File: src/rtl/uart_pkg.sv
// Shared UART types: FSM state encodings and the even-parity helper.
package uart_pkg;

    typedef enum logic [2:0] {
        TX_IDLE, TX_START, TX_DATA, TX_PARITY, TX_STOP
    } tx_state_e;

    typedef enum logic [2:0] {
        RX_IDLE, RX_START, RX_DATA, RX_PARITY, RX_STOP
    } rx_state_e;

    function automatic logic even_parity(input logic [31:0] bits);
        return ^bits;
    endfunction

endpackage

File: src/rtl/uart_rx.sv
// UART receiver: synchronized input, mid-bit sampling, glitch-rejecting start.
module uart_rx #(
    parameter int CLK_BITS    = 8,
    parameter int DATA_WIDTH  = 8,
    parameter int PARITY_BITS = 0
) (
    input  logic                  clk,
    input  logic                  rst_n,
    input  logic [CLK_BITS-1:0]   clk_per_bit,
    input  logic                  line,
    output logic [DATA_WIDTH-1:0] data,
    output logic                  done,
    output logic                  parity_error
);
    import uart_pkg::*;

    localparam int IW = (DATA_WIDTH > 1) ? $clog2(DATA_WIDTH) : 1;
    localparam logic [IW-1:0] LAST_IDX = IW'(DATA_WIDTH - 1);

    rx_state_e             state;
    logic                  s1, s2, prev;
    logic [CLK_BITS-1:0]   cnt;
    logic [CLK_BITS-1:0]   bit_len;
    logic [DATA_WIDTH-1:0] shreg;
    logic [IW-1:0]         idx;
    logic                  par_bit;

    wire [CLK_BITS-1:0] len_in = (clk_per_bit == '0) ? CLK_BITS'(1) : clk_per_bit;
    wire [CLK_BITS-1:0] half = ((len_in >> 1) == '0) ? CLK_BITS'(1) : (len_in >> 1);
    wire [CLK_BITS-1:0] reload = bit_len - CLK_BITS'(1);

    always_ff @(posedge clk or negedge rst_n) begin
        if (!rst_n) begin
            s1           <= 1'b1;
            s2           <= 1'b1;
            prev         <= 1'b1;
            state        <= RX_IDLE;
            cnt          <= '0;
            bit_len      <= CLK_BITS'(1);
            shreg        <= '0;
            idx          <= '0;
            par_bit      <= 1'b0;
            data         <= '0;
            done         <= 1'b0;
            parity_error <= 1'b0;
        end else begin
            s1   <= line;
            s2   <= s1;
            prev <= s2;
            done <= 1'b0;
            unique case (state)
                RX_IDLE: begin
                    if (prev && !s2) begin
                        state   <= RX_START;
                        bit_len <= len_in;
                        cnt     <= half - CLK_BITS'(1);
                    end
                end
                RX_START: begin
                    if (cnt != '0) begin
                        cnt <= cnt - CLK_BITS'(1);
                    end else if (s2) begin
                        state <= RX_IDLE;
                    end else begin
                        state <= RX_DATA;
                        cnt   <= reload;
                        idx   <= '0;
                    end
                end
                RX_DATA: begin
                    if (cnt != '0) begin
                        cnt <= cnt - CLK_BITS'(1);
                    end else begin
                        cnt   <= reload;
                        shreg <= {s2, shreg[DATA_WIDTH-1:1]};
                        if (idx != LAST_IDX) begin
                            idx <= idx + IW'(1);
                        end else begin
                            state <= (PARITY_BITS != 0) ? RX_PARITY : RX_STOP;
                        end
                    end
                end
                RX_PARITY: begin
                    if (cnt != '0) begin
                        cnt <= cnt - CLK_BITS'(1);
                    end else begin
                        state   <= RX_STOP;
                        cnt     <= reload;
                        par_bit <= s2;
                    end
                end
                RX_STOP: begin
                    // stop level is not checked; the byte is delivered regardless
                    if (cnt != '0) begin
                        cnt <= cnt - CLK_BITS'(1);
                    end else begin
                        state        <= RX_IDLE;
                        done         <= 1'b1;
                        data         <= shreg;
                        parity_error <= (PARITY_BITS != 0) &&
                                        (par_bit != even_parity(32'(shreg)));
                    end
                end
                default: state <= RX_IDLE;
            endcase
        end
    end

endmodule

File: src/rtl/uart_tx.sv
// UART transmitter: start, LSB-first data, optional even parity, stop bits.
module uart_tx #(
    parameter int CLK_BITS    = 8,
    parameter int DATA_WIDTH  = 8,
    parameter int PARITY_BITS = 0,
    parameter int STOP_BITS   = 1
) (
    input  logic                  clk,
    input  logic                  rst_n,
    input  logic [CLK_BITS-1:0]   clk_per_bit,
    input  logic [DATA_WIDTH-1:0] data,
    input  logic                  en,
    output logic                  line,
    output logic                  done,
    output logic                  busy
);
    import uart_pkg::*;

    localparam int IW = (DATA_WIDTH > 1) ? $clog2(DATA_WIDTH) : 1;
    localparam logic [IW-1:0] LAST_IDX = IW'(DATA_WIDTH - 1);
    localparam logic LAST_STOP = 1'(STOP_BITS - 1);
    localparam logic SINGLE_STOP = 1'(STOP_BITS == 1);

    tx_state_e             state;
    logic [CLK_BITS-1:0]   cnt;
    logic [CLK_BITS-1:0]   bit_len;
    logic [DATA_WIDTH-1:0] shreg;
    logic [IW-1:0]         idx;
    logic                  par;
    logic                  stop_idx;

    wire [CLK_BITS-1:0] len_in = (clk_per_bit == '0) ? CLK_BITS'(1) : clk_per_bit;
    wire [CLK_BITS-1:0] reload = bit_len - CLK_BITS'(1);
    wire                one_cycle = (bit_len == CLK_BITS'(1));

    // done is registered, so it is raised one cycle ahead of the last stop cycle
    always_ff @(posedge clk or negedge rst_n) begin
        if (!rst_n) begin
            state    <= TX_IDLE;
            cnt      <= '0;
            bit_len  <= CLK_BITS'(1);
            shreg    <= '0;
            idx      <= '0;
            par      <= 1'b0;
            stop_idx <= 1'b0;
            line     <= 1'b1;
            done     <= 1'b0;
            busy     <= 1'b0;
        end else begin
            done <= 1'b0;
            unique case (state)
                TX_IDLE: begin
                    if (en) begin
                        state   <= TX_START;
                        busy    <= 1'b1;
                        line    <= 1'b0;
                        bit_len <= len_in;
                        cnt     <= len_in - CLK_BITS'(1);
                        shreg   <= data;
                        par     <= even_parity(32'(data));
                        idx     <= '0;
                    end
                end
                TX_START: begin
                    if (cnt != '0) begin
                        cnt <= cnt - CLK_BITS'(1);
                    end else begin
                        state <= TX_DATA;
                        line  <= shreg[0];
                        cnt   <= reload;
                    end
                end
                TX_DATA: begin
                    if (cnt != '0) begin
                        cnt <= cnt - CLK_BITS'(1);
                    end else begin
                        cnt   <= reload;
                        shreg <= shreg >> 1;
                        if (idx != LAST_IDX) begin
                            idx  <= idx + IW'(1);
                            line <= shreg[1];
                        end else if (PARITY_BITS != 0) begin
                            state <= TX_PARITY;
                            line  <= par;
                        end else begin
                            state    <= TX_STOP;
                            line     <= 1'b1;
                            stop_idx <= 1'b0;
                            done     <= SINGLE_STOP && one_cycle;
                        end
                    end
                end
                TX_PARITY: begin
                    if (cnt != '0) begin
                        cnt <= cnt - CLK_BITS'(1);
                    end else begin
                        state    <= TX_STOP;
                        line     <= 1'b1;
                        cnt      <= reload;
                        stop_idx <= 1'b0;
                        done     <= SINGLE_STOP && one_cycle;
                    end
                end
                TX_STOP: begin
                    if (cnt != '0) begin
                        cnt  <= cnt - CLK_BITS'(1);
                        done <= (cnt == CLK_BITS'(1)) && (stop_idx == LAST_STOP);
                    end else if (stop_idx == LAST_STOP) begin
                        state <= TX_IDLE;
                        busy  <= 1'b0;
                    end else begin
                        stop_idx <= 1'b1;
                        cnt      <= reload;
                        done     <= one_cycle;
                    end
                end
                default: state <= TX_IDLE;
            endcase
        end
    end

endmodule

File: src/rtl/uart_txrx_wrapper.sv
// Full-duplex UART: independent transmitter and receiver on one clock.
module uart_txrx_wrapper #(
    parameter int CLK_BITS    = 8,
    parameter int DATA_WIDTH  = 8,
    parameter int PARITY_BITS = 0,
    parameter int STOP_BITS   = 1
) (
    input  logic                  clk,
    input  logic                  rst_n,
    input  logic [CLK_BITS-1:0]   clk_per_bit,
    input  logic [DATA_WIDTH-1:0] TX_dataIn,
    input  logic                  TX_en,
    input  logic                  RX_dataIn,
    output logic                  TX_out,
    output logic                  TX_done,
    output logic                  TX_busy,
    output logic [DATA_WIDTH-1:0] RX_dataOut,
    output logic                  RX_done,
    output logic                  RX_parityError
);

    uart_tx #(
        .CLK_BITS(CLK_BITS), .DATA_WIDTH(DATA_WIDTH),
        .PARITY_BITS(PARITY_BITS), .STOP_BITS(STOP_BITS)
    ) u_tx (
        .clk(clk), .rst_n(rst_n), .clk_per_bit(clk_per_bit),
        .data(TX_dataIn), .en(TX_en),
        .line(TX_out), .done(TX_done), .busy(TX_busy)
    );

    uart_rx #(
        .CLK_BITS(CLK_BITS), .DATA_WIDTH(DATA_WIDTH),
        .PARITY_BITS(PARITY_BITS)
    ) u_rx (
        .clk(clk), .rst_n(rst_n), .clk_per_bit(clk_per_bit),
        .line(RX_dataIn), .data(RX_dataOut),
        .done(RX_done), .parity_error(RX_parityError)
    );

endmodule

File: config.mk
export PLATFORM = sky130hd
export DESIGN_NAME = uart_txrx_wrapper
export DESIGN_NICKNAME = d
export VERILOG_FILES = /design/src/rtl/uart_pkg.sv /design/src/rtl/uart_rx.sv /design/src/rtl/uart_tx.sv /design/src/rtl/uart_txrx_wrapper.sv
export SDC_FILE = /design/constraint.sdc
export NUM_CORES = 1
export LEC_CHECK = 0
export CORE_AREA = 2 2 95 97
export CTS_BUF_LIST = sky130_fd_sc_hd__clkbuf_8 sky130_fd_sc_hd__clkbuf_16
export CTS_CLUSTER_DIAMETER = 30
export DETAILED_ROUTE_END_ITERATION = 12
export DIE_AREA = 0 0 97 99
export PLACE_DENSITY = 0.71
export SLEW_MARGIN = 20
export SYNTH_ARGS = -nofsm -noshare
export SYNTH_HDL_FRONTEND = slang
export SYNTH_HIERARCHICAL = 1
export SYNTH_SLANG_ARGS = --single-unit
File: constraint.sdc
create_clock -name clk -period 3.2 [get_ports clk]
set_input_delay 0.48 -clock clk [delete_from_list [all_inputs] [get_ports clk]]
set_output_delay 0.48 -clock clk [all_outputs]
set_load 0.005 [all_outputs]
==> results_tabular.tex <==
\begin{tabular}{lr}
\hline
Metric & Value \\
\hline
\multicolumn{2}{l}{\textbf{Status}} \\
\quad Run status & finished clean \\
\multicolumn{2}{l}{\textbf{Floorplan}} \\
\quad Effective utilization at floorplan & 0.511 \\
\quad Die outline area & 0.00960 mm\^{}2 \\
\quad Die X & roughly 97 um \\
\quad CORE AREA & 0.00855 mm\^{}2 \\
\quad I/O pin count & 33 \\
\quad Die extent in y & 99 um \\
\quad Row Count & 34 \\
\multicolumn{2}{l}{\textbf{Finish}} \\
\quad Layout-stage area growth over the synthesis result & 14.4\% \\
\quad Commonest cells after routing, fill and taps aside & sky130\_fd\_sc\_hd\_\_dfrtp\_1, sky130\_fd\_sc\_hd\_\_nand2\_1, sky130\_fd\_sc\_hd\_\_inv\_1 \\
\quad Share of final-layout standard cells stronger than drive strength 1 & 0.159 \\
\quad Ant diodes & 0 \\
\quad Most common cell after layout, fill and taps aside & sky130\_fd\_sc\_hd\_\_dfrtp\_1 \\
\quad Final layout net count & 532 \\
\multicolumn{2}{l}{\textbf{Detailed routing}} \\
\quad Final routed wire length divided by cell count & 16.2 um \\
\quad Drt drc & 0 \\
\quad Vias after detailed routing & 3570 \\
\quad Avg Vias per Cell & 5.84 \\
\quad Wire length reported by the detailed router & 9890 um \\
\quad Iteration-0 DRC count of the detailed router & 254 \\
\quad Drt pass-1 iters & 5 \\
\quad Antenna Violating Nets Remaining & 0 \\
\multicolumn{2}{l}{\textbf{STA}} \\
\quad Final hold violations & 0 \\
\quad Post-Route Setup TNS & 0 ns \\
\quad Worst slew pin tran & approximately 0.93 ns \\
\quad Final setup violation count & 0 \\
\quad Highest clock rate & 391 MHz \\
\quad Pins Over Slew Limit & 0 \\
\quad RSZ-0062 raised after global routing & no \\
\quad Period minus WS final & 2.56 ns \\
\quad Max Clock Skew & 0.00971 ns \\
\quad Max\_slew headroom & 0.377 \\
\quad Part of the cycle the worst path needs & 0.799 \\
\multicolumn{2}{l}{\textbf{Critical path}} \\
\quad Worst-path cell chain & clkdlybuf4s50\_1 -> or4\_1 -> nor3\_1 -> nor2\_1 -> ha\_1 -> and4\_1 -> or3\_1 -> a21o\_1 -> nand3\_1 \\
\quad Data arrival time of the critical path & 2.82 ns \\
\quad Required time worst endpoint & 3.47 ns \\
\quad Family with the most delay on the worst path & simple AND/OR/NAND/NOR gates \\
\quad CP max FO & 4 \\
\quad Crit path launch type & input pin \\
\quad Setup CP Type & input pin to flip-flop \\
\quad Crit-path slowest cell & sky130\_fd\_sc\_hd\_\_or4\_1 \\
\quad CP peak stage delay & 0.58 ns \\
\quad Crit end category & flip-flop \\
\quad Count of buffering cells on the critical path with inverters included & 1 \\
\multicolumn{2}{l}{\textbf{GRT}} \\
\quad Gr usage total & 0.216 \\
\quad First-pass GRT wire length & about 17000 um \\
\quad Remaining global-route overflow & 0 \\
\quad Maximum number of pins on one net before global-route repair & 76 \\
\quad Antenna violations before repair & 0 \\
\quad Via count of the first global-routing pass & 3460 \\
\multicolumn{2}{l}{\textbf{Synth}} \\
\quad Number of nets produced by synthesis & 497 \\
\quad Number of synthesized flops with an enable pin & 0 \\
\quad Main combinational cell family by area after synthesis & simple AND/OR/NAND/NOR gates \\
\quad Cell types with the largest area share after synthesis & sky130\_fd\_sc\_hd\_\_dfrtp\_1, sky130\_fd\_sc\_hd\_\_mux2\_2, sky130\_fd\_sc\_hd\_\_ha\_1, sky130\_fd\_sc\_hd\_\_dfstp\_2, sky130\_fd\_sc\_hd\_\_nand2\_1 \\
\quad Portion of the post-synthesis area used by sequential elements & 0.431 \\
\quad Synth Area in Adders & 0.0401 \\
\quad Mean instance size in the synthesized netlist & 9.44 um\^{}2 \\
\quad Syn. warnings & 6 \\
\quad Area share of and/or/nand/nor cells after synthesis & 0.191 \\
\quad Post-synthesis mux area share & 0.0790 \\
\quad Yosys top cell by area & sky130\_fd\_sc\_hd\_\_dfrtp\_1 \\
\quad Synthesized cell area & 0.00437 mm\^{}2 \\
\quad Area fraction in compound gates after synthesis & 0.157 \\
\quad FFs w/ async S/R, synth & 1.00 \\
\quad Post-synthesis instance total & $\sim$460 \\
\quad Post-synthesis share of cell area spent on xor and xnor gates & 0.0541 \\
\quad Number of storage elements in the synthesis netlist & 75 \\
\quad Unique cell type count in the Yosys netlist & 57 \\
\quad Share of the synthesized area in the top cell type & 0.395 \\
\quad Primary FF master, synth & sky130\_fd\_sc\_hd\_\_dfrtp\_1 \\
\multicolumn{2}{l}{\textbf{Pwr}} \\
\quad Combinational cell fraction of total power & 0.370 \\
\quad Switching pwr & 1.40 mW \\
\quad Highest ir drop seen on vdd & between 0.3 and 0.4 mV \\
\quad Switching part of the total power & 0.390 \\
\quad Clock share of power & 0.190 \\
\quad Total power density per cell area & 717 mW/mm\^{}2 \\
\quad Int Power & 2.19 mW \\
\quad Final Power & 3.59 mW \\
\quad Sequential cell fraction of total power & 0.440 \\
\quad P\_leak & about 2.2 nW \\
\multicolumn{2}{l}{\textbf{CTS}} \\
\quad Clock sink count & 75 \\
\quad Post-CTS Hold Fix Bufs & 0 \\
\quad CTS clock-pin slew for the worst setup and hold paths & 0.08 ns \\
\quad Clock tree from TritonCTS & yes \\
\quad Maximum root-to-sink buffer count & 2 \\
\quad Clock latency on the worst-skew pair & approximately 0.33 ns \\
\quad Number of instances resized during post-cts repair & 0 \\
\quad Root buffer cell & sky130\_fd\_sc\_hd\_\_clkbuf\_8 \\
\quad Num CTS Buffers & 9 \\
\quad H-tree depth & 3 \\
\quad Number of post-CTS setup repair buffers & 0 \\
\multicolumn{2}{l}{\textbf{Min path}} \\
\quad Hold/Removal Path Class & input pin to asynchronous set/reset pin \\
\multicolumn{2}{l}{\textbf{Placed design}} \\
\quad Last weighted congestion value of the routability-driven placer & 0.937 \\
\quad Number of I/O port buffers & 31 \\
\quad Dpl hpwl & $\sim$7000 um \\
\multicolumn{2}{l}{\textbf{Run}} \\
\quad Max-capacitance violation count & 0 \\
\hline
\end{tabular}
-- per-stage QoR --
| step | util | hold slack, ns | worst slack (ns) | std cells | area [um^2] |
|---|---|---|---|---|---|
| 6_report | 0.585 | 0.279 | 0.644 | 611 | 5000 |
| 3_3_place_gp | 0.563 | 0.346 | 0.405 | 595 | 4810 |
| 3_5_place_dp | 0.563 | 0.347 | 0.347 | 595 | 4810 |
| 2_1_floorplan | - | 0.184 | 0.840 | 463 | 4370 |
| 5_1_grt | 0.585 | 0.360 | 0.485 | 611 | 5000 |
| 4_1_cts | 0.585 | 0.316 | 0.689 | 611 | 5000 |
-- cell usage after synthesis, drive strengths merged (4+ instances only) --
| master | number |
|---|---|
| a21oi | 22 |
| a31oi | 12 |
| and2 | 4 |
| buf | 6 |
| clkbuf | 13 |
| dfrtp | 69 |
| dfstp | 6 |
| ha | 14 |
| inv | 31 |
| mux2 | 28 |
| nand2 | 42 |
| nand2b | 6 |
| nand3 | 10 |
| nor2 | 28 |
| nor3 | 21 |
| nor3b | 9 |
| nor4 | 9 |
| o21ai | 31 |
| o22ai | 12 |
| o31ai | 4 |
| or3 | 9 |
| or4 | 8 |
| xnor2 | 15 |
| xor2 | 12 |
-- power by group through the flow --
stage / Clock, mW / Combinational, mW / Sequential [mW]
after floorplan: 0 / 1.06 / 1.47
after global placement: 0 / 1.27 / 1.57
after detailed placement: 0 / 1.30 / 1.59
after CTS: 0.708 / 1.32 / 1.57
after global routing: 0.753 / 1.48 / 1.63
final: 0.682 / 1.33 / 1.58
-- worst register-to-register path, stage by stage, from the launching register on --
cell and delay [ns]:
sky130_fd_sc_hd__dfrtp_1 0.47, sky130_fd_sc_hd__inv_1 0.14, sky130_fd_sc_hd__ha_1 0.28, sky130_fd_sc_hd__nand2b_1 0.15, sky130_fd_sc_hd__or4_1 0.51, sky130_fd_sc_hd__or3_1 0.50, sky130_fd_sc_hd__and2_4 0.27, sky130_fd_sc_hd__a21oi_2 0.15
-- per-layer routing --
layer / share of wire / global-route usage / wire length, um / vias to the layer above
met5: 0 / 0 / 0 / -
met4: 0.0083 / 0.0618 / 82 / 0
met3: 0.053 / 0.0397 / 526 / 6
met2: 0.44 / 0.324 / 4310 / 104
met1: 0.50 / 0.322 / 4970 / 1736
li1: - / - / - / 1724
-- final cells by class --
| cell class | count | area (um^2) |
|---|---|---|
| clock buffer | 11 | 151 |
| clock inverter | 5 | 36.3 |
| fill | 735 | 3550 |
| inverter | 31 | 116 |
| multi-input combinational | 338 | 2280 |
| sequential | 75 | 1880 |
| tap | 108 | 135 |
| timing repair buffer | 43 | 398 |
-- sequential cells by signal (all words and copies together) (netlist names), 3 cells and up --
name	cells
u_rx/data	8
u_tx/cnt	8
u_rx/shreg	8
u_rx/idx	3
u_tx/shreg	8
u_rx/cnt	8
u_rx/state	3
u_tx/bit_len	8
u_tx/idx	3
u_tx/state	3
u_rx/bit_len	8
-- path summary, 6_finish.rpt --
path	end	slack (ns)	startpoint	depth (start not counted)
max in group asynchronous	u_rx/data[4]	2.30	rst_n	1
min	u_tx/shreg[1]	0.28	rst_n	1
max reg2reg	u_tx/shreg[6]	0.66	u_tx/cnt[0]	7
min in group clk	u_rx/s2	0.36	u_rx/s1	0
max	u_rx/cnt[6]	0.64	clk_per_bit[5]	9
min reg2reg	u_rx/s2	0.36	u_rx/s1	0
-- logic make-up (layout without fill, tap and decap cells) --
group,after synthesis,count (layout)
muxes,31,31
AOI/OAI and AO/OA,106,106
buffers and inverters,50,90
other,1,1
DFF,75,75
and+or+nand+nor,159,159
adders and majority gates,14,14
xor gates and xnor gates,27,27
No activity file was read; power rests on OpenSTA's default activity.
